[src/rtl/lutram_fifo32.sv]
// lutram_fifo32: 32-deep distributed-RAM FIFO with registered output stage; `LUTRAM_FIFO32_WATERMARK_EN adds MAX_LEVEL/WM_CLR
module lutram_fifo32 #(
  parameter int DATA_W = 16,
  parameter int AFULL_THR = 28,
  parameter int AEMPTY_THR = 2,
  parameter logic [DATA_W-1:0] INIT_VAL = '0
) (
  input  logic              CLK,
  input  logic              RSTN,
`ifdef LUTRAM_FIFO32_WATERMARK_EN
  input  logic              WM_CLR,
  output logic [5:0]        MAX_LEVEL,
`endif
  input  logic              S_VALID,
  output logic              S_READY,
  input  logic [DATA_W-1:0] S_DATA,
  output logic              M_VALID,
  input  logic              M_READY,
  output logic [DATA_W-1:0] M_DATA,
  output logic [5:0]        LEVEL,
  output logic              ALMOST_FULL,
  output logic              ALMOST_EMPTY
);
  localparam logic [5:0] AF = 6'(AFULL_THR);
  localparam logic [5:0] AE = 6'(AEMPTY_THR);
  logic [DATA_W-1:0] ram [32];
  logic [DATA_W-1:0] head;
  logic [4:0] wr_ptr, rd_ptr;
  logic [5:0] count, count_nx, level_nx;
  logic accept, load, bypass, ram_wr, ram_rd, valid_nx;
  assign LEVEL = count + {5'd0, M_VALID};
  assign S_READY = RSTN & (LEVEL != 6'd33);
  // handshake decode: stage refills from RAM head first, bypasses only when RAM is empty
  always_comb begin
    accept = S_VALID & S_READY;
    load = !M_VALID | M_READY;
    ram_rd = load & (count != 6'd0);
    bypass = accept & load & (count == 6'd0);
    ram_wr = accept & !bypass;
    valid_nx = load ? (ram_rd | bypass) : 1'b1;
    count_nx = count + {5'd0, ram_wr} - {5'd0, ram_rd};
    level_nx = count_nx + {5'd0, valid_nx};
    head = count != 6'd0 ? ram[rd_ptr] : INIT_VAL;
  end
  // storage array: write port only, never reset
  always_ff @(posedge CLK)
    if (ram_wr) ram[wr_ptr] <= S_DATA;
  // pointers, RAM count, output stage and threshold flags
  always_ff @(posedge CLK) begin
    if (!RSTN) begin
      wr_ptr <= '0;
      rd_ptr <= '0;
      count <= '0;
      M_VALID <= 1'b0;
      M_DATA <= '0;
      ALMOST_FULL <= 1'b0;
      ALMOST_EMPTY <= 1'b1;
    end else begin
      if (ram_wr) wr_ptr <= wr_ptr + 5'd1;
      if (ram_rd) rd_ptr <= rd_ptr + 5'd1;
      count <= count_nx;
      M_VALID <= valid_nx;
      if (load & valid_nx) M_DATA <= ram_rd ? head : S_DATA;
      ALMOST_FULL <= level_nx >= AF;
      ALMOST_EMPTY <= level_nx <= AE;
    end
  end
`ifdef LUTRAM_FIFO32_WATERMARK_EN
  // high-water mark of LEVEL, restartable from the current level
  always_ff @(posedge CLK) begin
    if (!RSTN) MAX_LEVEL <= '0;
    else MAX_LEVEL <= (WM_CLR || level_nx > MAX_LEVEL) ? level_nx : MAX_LEVEL;
  end
`endif
`ifndef SYNTHESIS
  // occupancy sanity
  always_ff @(posedge CLK) begin
    if (RSTN) begin
      assert (LEVEL <= 6'd33);
      assert (count <= 6'd32);
    end
  end
`endif
endmodule
[config.mk]
export PLATFORM = sky130hd
export DESIGN_NAME = lutram_fifo32
export DESIGN_NICKNAME = d
export VERILOG_FILES = /design/src/rtl/lutram_fifo32.sv
export SDC_FILE = /design/constraint.sdc
export NUM_CORES = 1
export LEC_CHECK = 0
export ABC_AREA = 1
export BUFFER_PORTS_ARGS = -buffer_cell sky130_fd_sc_hd__buf_2
export CAP_MARGIN = 40
export CORE_ASPECT_RATIO = 1.2
export CORE_MARGIN = 3
export CORE_UTILIZATION = 45
export CTS_CLUSTER_SIZE = 24
export DETAILED_ROUTE_END_ITERATION = 10
export SYNTH_ARGS = -nofsm -noshare
export SYNTH_HDL_FRONTEND = slang
export SYNTH_SLANG_ARGS = --single-unit
[constraint.sdc]
create_clock -name CLK -period 3.6 [get_ports CLK]
set_input_delay 0.36 -clock CLK [delete_from_list [all_inputs] [get_ports CLK]]
set_output_delay 0.36 -clock CLK [all_outputs]
set_load 0.005 [all_outputs]
==> results.md, run 1 <==
* Skew final at 16.1 ps
* Crit start category: register
* Final setup vio count at 0
* Sink Count at 552
* Number of remaining DRC errors at 0
* Avg WL per Cell at 20.9 µm
* CTS tree: done
* Fin cells at 2844
* HP Class: in2reg
* Endpoints failing hold at 0
* P_leak at 9.64 nW
* DRT antenna net count at 0
* Fmax at 296 MHz
* Via count at 15500
* GR Util All Layers at 0.219
* Standard-cell rows at 90
* Area grow syn2layout at 10.6%
* RePlAce Congestion at 0.869
* Slew @ Worst Pin at 879 ps
* Syn Nets at 2157
* Worst-path clk slew at 60 ps
* Final nets at 2204
* DP Worst Slack at -35.4 ps
* Mapped Cells at 2116
* Root buffer cell: clkbuf_16
* Starting density of the core at 0.458
* Synthesis Warnings at 0
* Die footprint at 54400 µm²
* Syn Area/Cell at 11.0 µm²
* Finished Core Util at 0.507
* RSZ-0062 raised after global routing: false
* Die X-Extent at 213 µm
* Share of cells above drive strength 1 at 0.0941
* Die Y at 255 µm
* Grt ovf at 0
* #FFs+latches synth at 552
* Post-layout min period at 3380 ps
* Period utilization at 0.939
* Final wirelength at 59500 µm
* Port Buffer Count at 45
* Crit-path max FO at 5
* Vias in the first global route at 15000
* Most frequent cells in the layout: nand2_1, edfxtp_1, nand3_1, nor2_1, buf_4
* Detailed-placement wirelength estimate at 34800 µm
* Max IR drop VDD at 0.651 mV
* Core Region at 50700 µm²
* CP Data Required Time at 4130 ps
* CP endpoint kind: register
* Slew HR at 0.414
* IO Count at 46
* Critical Path AT at 3910 ps
* Final Max Tran Viols at 0
* Pwr Density at 710 nW/µm²
* H-tree depth at 2
* Commonest non-fill, non-tap cell in the layout: nand2_1
* Outcome: finished, final reports clean
* Largest net degree at the start of global routing at 74
* Sequential-to-total area share from yosys stat at 0.696
* DRT iter0 DRCs at 1259
* Inserted Diodes at 0
* Count of different cell masters after synthesis at 29
* Worst Slack Setup Final at 221 ps
* Crit path kind: reg2reg
* Post-synthesis cell area at 23200 µm²
* CTS Buffer Depth at 3
* Number of vias per cell at 5.44
* Max_cap viols at 0
* Initial antenna violation count at 0
* TritonCTS buffer count at 51
* Worst skew pair latency at 590 ps
* Placed cells at 2752
* First-pass GRT wire length at 89400 µm
* DRT Pass-1 Iters at 6
[cell type report]
type                       count  area (µm²)
clock buffer                  63        1320
timing repair buffer         114         843
sequential                   552       16200
multi-input combinational   1386        6100
fill                        4530       25000
tap                          644         806
inverter                      58         225
clock inverter                27         198
[metrics by stage]
step | total power [W] | hold slack (ps) | cell area, µm² | TNS [ps]
final | 0.0182 | 277 | 25700 | 0
after global routing | 0.0193 | 280 | 25700 | 0
after CTS | 0.0183 | 241 | 25600 | 0
after detailed placement | 0.0132 | 472 | 24100 | -35.4
after global placement | 0.0132 | 460 | 24100 | 0
after floorplan | 0.0116 | 447 | 23200 | 0
[synth_stat cells]
master | n | share of area
nand3_2 | 1 | 0.00043
nand3b_1 | 1 | 0.00032
buf_2 | 43 | 0.0093
inv_1 | 53 | 0.0086
clkbuf_1 | 22 | 0.0036
buf_4 | 20 | 0.0065
a21oi_1 | 16 | 0.0034
xor2_1 | 4 | 0.0015
nand2_1 | 723 | 0.12
buf_6 | 26 | 0.013
buf_1 | 7 | 0.0011
xnor2_1 | 1 | 0.00038
nand4_1 | 6 | 0.0016
clkinv_1 | 1 | 0.00016
o21ai_0 | 27 | 0.0058
a21boi_0 | 1 | 0.00032
nand3_1 | 387 | 0.083
ha_1 | 20 | 0.011
o21ai_1 | 17 | 0.0037
buf_8 | 2 | 0.0013
nand2_4 | 2 | 0.00097
edfxtp_1 | 512 | 0.66
fa_1 | 1 | 0.00086
inv_6 | 1 | 0.00038
o21a_1 | 1 | 0.00032
inv_2 | 3 | 0.00048
nor3_1 | 6 | 0.0013
nor2_1 | 172 | 0.028
dfxtp_1 | 40 | 0.034
[final timing paths]
path,start,end,slack (ps),cells after the start
min,M_READY,register,280,4
max reg2reg,count[0]$_SDFF_PN0_,ALMOST_EMPTY$_SDFF_PN1_,220,18
max,count[0]$_SDFF_PN0_,ALMOST_EMPTY$_SDFF_PN1_,220,18
min reg2reg,rd_ptr[4]$_SDFFE_PN0P_,register,490,1
[critical path: stages, from the launching register on]
cell      delay, ps
dfxtp_2         360
ha_4            180
ha_1            200
nand2_1          80
xor2_1          170
nor2_1           80
nand2_1         130
nand4_1         140
ha_1            300
inv_1            40
ha_1            220
fa_2            580
ha_2            220
xor2_2          160
a21boi_2        190
nand3_1          70
nor2_1           90
nand2_1          50
nand2_1          40
[layer usage]
layer | routed length [µm] | share of wire | GRT usage
met5 | 0 | 0 | 0
met4 | 2160 | 0.036 | 0.0822
met2 | 29900 | 0.50 | 0.374
met1 | 24000 | 0.40 | 0.285
met3 | 3440 | 0.058 | 0.0326
[what timing repair did]
item                       4_1_cts  5_1_grt
gates resized for setup          2        7
pin swaps                        0        1
setup endpoints to repair        1        2
hold buffers                     0        0
buffers inserted                 0        2
[kinds of logic after synthesis]
family,Yosys count,synth area share
XOR/XNOR,5,0.00189
AND/OR/NAND/NOR,1298,0.233
flip-flops,552,0.696
adder cells (fa/ha/maj),21,0.0116
buffers and inverters,178,0.0439
AO/OA/AOI/OAI,62,0.0136
[sequential cells by signal (all words and copies together) (netlist names), named ones only]
signal / count
ALMOST_EMPTY: 1
rd_ptr: 5
M_DATA: 16
ALMOST_FULL: 1
ram: 512
count: 6
M_VALID: 1
wr_ptr: 5
[power breakdown]
| group | switching [W] | total [W] | leakage (nW) | internal, W |
|---|---|---|---|---|
| logic | 0.00393 | 0.00574 | 3.95 | 0.00182 |
| registers | 0.000214 | 0.00744 | 4.94 | 0.00722 |
| clock network | 0.00225 | 0.00506 | 0.749 | 0.00280 |
(Power assumes the default switching activity.)
==> inputs of run 2 (changes only) <==
- ABC_AREA: 1 -> unset
- CORE_UTILIZATION: 45 -> 35
==> run 2 against run 1 <==
  * Final cell count fell by 29%
  * Global-route usage decreased by 7.1 points
  * Largest cell class unchanged
  * Power decreased by 5.7%
  * Sequential share of layout area grew 1.5 points
  * Core utilization shrank 9.7 points
==> results.md, run 2 <==
* Synthesis Warnings at 0 (unchanged)
* Synth area leaders: edfxtp_1, mux4_2, dfxtp_1, mux2i_1, ha_1
* Syn Area/Cell at 20.4 µm² (+86%)
* Sw frac at 0.283 (-0.0675)
* Ys async rst share at 0 (unchanged)
* Crit start category: register
* H-tree depth at 2 (unchanged)
* Largest regs: ram x512, M_DATA x16, count x6
* Simple-gate area share of the yosys netlist at 0.0257 (-0.207)
* Mapped Cells at 1069 (-49%)
* CTS Buffer Depth at 3 (unchanged)
* CP top delay family: compound AO/OA/AOI/OAI gates
* #FFs+latches synth at 552 (unchanged)
* Endpoints failing hold at 0 (unchanged)
* Outcome: finished, final reports clean
* CTS tree: done
* Pwr Density at 685 nW/µm² (-3.5%)
* Critical Path AT at 4000 ps (+90 ps)
* CP max stage delay at 390 ps (-190 ps)
* Finished Cell Area at 25100 µm² (-2.3%)
* Clock share of power at 0.302 (+0.025)
* Dpl cell area at 23300 µm² (-3.5%)
* Worst Slack Setup Final at 120 ps (-101 ps)
* Sequential Area at 16200 µm² (+0.11%)
* Skew final at 20.8 ps (+4.69 ps)
* CP most frequent cell: ha_4
* Compound-gate portion of the synthesized area at 0.0407 (+0.0271)
* RePlAce Congestion at 0.760 (-12%)
* Vias in the first global route at 11100 (-26%)
* Finished Core Util at 0.410 (-0.0967)
* First-pass GRT wire length at 71900 µm (-20%)
* Post-synth top area cell: edfxtp_1
* RSZ-0062 raised after global routing: true
* Die footprint at 65300 µm² (+20%)
* Standard-cell rows at 99 (+10%)
* Sink Count at 552 (unchanged)
* Period utilization at 0.967 (+0.0280)
* IO Count at 46 (unchanged)
* Mux share of post-synthesis cell area at 0.155 (+0.155)
* Max IR drop VDD at 0.297 mV (-54%)
* Port Buffer Count at 45 (unchanged)
* Most numerous cell in the Yosys netlist: edfxtp_1
* Worst path bufs/invs at 2 (+1)
* Detailed-placement wirelength estimate at 28800 µm (-17%)
* Net Sw Power at 0.00487 W (-24%)
* CP endpoint kind: register
* Synth cell count leaders: edfxtp_1, mux4_2, mux2i_1
* Final hold slack at 297 ps (+19.7 ps)
* Number of remaining DRC errors at 0 (unchanged)
* Root buffer cell: clkbuf_16
* DRT Pass-1 Iters at 5 (-1)
* Top_reg_cell synth: edfxtp_1
* Share of cells above drive strength 1 at 0.322 (+0.228)
* HP Class: in2reg
* Slew @ Worst Pin at 687 ps (-192 ps)
* Area grow syn2layout at 15.1%
* GR Util All Layers at 0.148 (-0.0714)
* Starting density of the core at 0.356 (-0.102)
* Most frequent cells in the layout: edfxtp_1, mux4_2, buf_4, clkbuf_16, mux2i_1
* Die Y at 279 µm (+9.6%)
* Area share of the largest cell type after synthesis at 0.705 (+0.0433)
* Final nets at 1221 (-45%)
* Worst-path clk slew at 60 ps (about the same)
* Via count at 10700 (-31%)
* Final setup vio count at 0 (unchanged)
* Final Max Tran Viols at 0 (unchanged)
* Max reg flops at 512 (unchanged)
* Sequential Power Share at 0.436 (+0.028)
* Inserted Diodes at 0 (unchanged)
* Post-layout min period at 3480 ps (+101 ps)
* Sequential-to-total area share from yosys stat at 0.742 (+0.0456)
* Post-synth EDFFs at 512 (unchanged)
* Xor/xnor cell area share of the yosys netlist at 0.00482 (+0.00294)
* Number of vias per cell at 5.26 (-3.4%)
* Post-synthesis cell area at 21800 µm² (-6.1%)
* Avg WL per Cell at 23.7 µm (+14%)
* Largest Register: ram
* Main combinational cell family by area after synthesis: multiplexers
* TritonCTS buffer count at 51 (unchanged)
* CP Cell Sequence: ha_4, ha_4, a31o_1, a311oi_4, inv_2, ha_4, inv_4, ha_4, fa_2, a21oi_4, o21bai_1, nor4b_2, nor3_1, a2111oi_4, a31o_2
* Die X-Extent at 234 µm (+9.6%)
* Fmax at 287 MHz (-2.9%)
* CP Data Required Time at 4120 ps (about the same)
* Commonest non-fill, non-tap cell in the layout: edfxtp_1
* Gate power share at 0.262 (-0.053)
* Initial antenna violation count at 1 (+1)
* Slew HR at 0.542 (+0.128)
* Final wirelength at 48200 µm (-19%)
* Synth Area in Adders at 0.0124 (+0.000761)
* Count of different cell masters after synthesis at 58 (+100%)
* DRT iter0 DRCs at 818 (-35%)
* Crit path kind: reg2reg
* DRT antenna net count at 0 (unchanged)
* Largest net degree at the start of global routing at 55 (-26%)
* Max_cap viols at 0 (unchanged)
* DP Worst Slack at -78.9 ps (-43.5 ps)
* Core Region at 61200 µm² (+21%)
* Grt ovf at 0 (unchanged)
* Int Pwr at 0.0123 W (+4.1%)
* Crit-path max FO at 4 (-1)
* Syn Nets at 1110 (-49%)
* Fillers at 5421 (+20%)
* Area of the multi-input gates at 5390 µm² (-12%)
* Worst skew pair latency at 590 ps (about the same)
* Slowest CP cell: fa_2
* P_leak at 7.79 nW (-19%)
[run 2: cell count changes after synthesis, moves of 23 or more]
cell     change
mux4_2     +128
mux2i_1     +47
a22oi_1     +26
nand2_1    -694
o21ai_0     -23
nor2_1     -126
inv_1       -41
buf_2       -28
nand3_1    -383
[run 2: tightest hold or removal path: stages]
cell and delay, ps:
buf_2 90, nor2b_1 70, nor2b_4 140, buf_4 120
a21oi_1 50
[run 2: final timing paths]
check                         start                       to  slack, ps  depth (start not counted)
max reg2reg     count[0]$_SDFF_PN0_  ALMOST_EMPTY$_SDFF_PN1_        120                         15
min                         M_READY       M_VALID$_SDFF_PN0_        300                          5
min reg2reg  rd_ptr[1]$_SDFFE_PN0P_                 register        500                          2
max             count[0]$_SDFF_PN0_  ALMOST_EMPTY$_SDFF_PN1_        120                         15
[run 2: layer usage]
layer	GRT usage	share of wire
met5	0	0
met3	0.0216	0.037
met1	0.196	0.42
met2	0.256	0.52
met4	0.0371	0.020
[run 2: per-stage QoR]
step / total power (W) / cells / setup TNS (ps)
after CTS: 0.0172 / 2017 / 0
after detailed placement: 0.0119 / 1921 / -156
after global routing: 0.0180 / 2030 / -137
after global placement: 0.0119 / 1921 / 0
final: 0.0172 / 2030 / 0
after floorplan: 0.0108 / 1069 / 0
[run 2: cells by family after synthesis]
group | count (synthesis)
flip-flops | 552
XOR/XNOR | 12
multiplexers | 177
adder cells (fa/ha/maj) | 21
AO/OA/AOI/OAI | 124
buffers and inverters | 69
AND/OR/NAND/NOR | 114
[run 2: power groups by stage]
stage,combinational [W],sequential (W),clock [W]
2_1_floorplan,0.00335,0.00745,0
3_3_place_gp,0.00427,0.00763,0
3_5_place_dp,0.00431,0.00764,0
4_1_cts,0.00436,0.00751,0.00531
5_1_grt,0.00494,0.00753,0.00555
6_report,0.00450,0.00750,0.00519
[run 2: what timing repair did]
item	in CTS	in global routing
setup endpoints to repair	2	2
pin swaps	5	12
gates resized for setup	8	22
hold buffers	0	0
setup buffers	1	13
gates cloned	0	0
[run 2: final cells by class]
cell class              instances  share of cell area
clock buffers                  60              0.0534
clock inverters                35              0.0102
inverters                      13             0.00224
multi-input cells             448               0.215
flip-flops and latches        552               0.646
well taps                     808              0.0403
repair buffers                114              0.0334
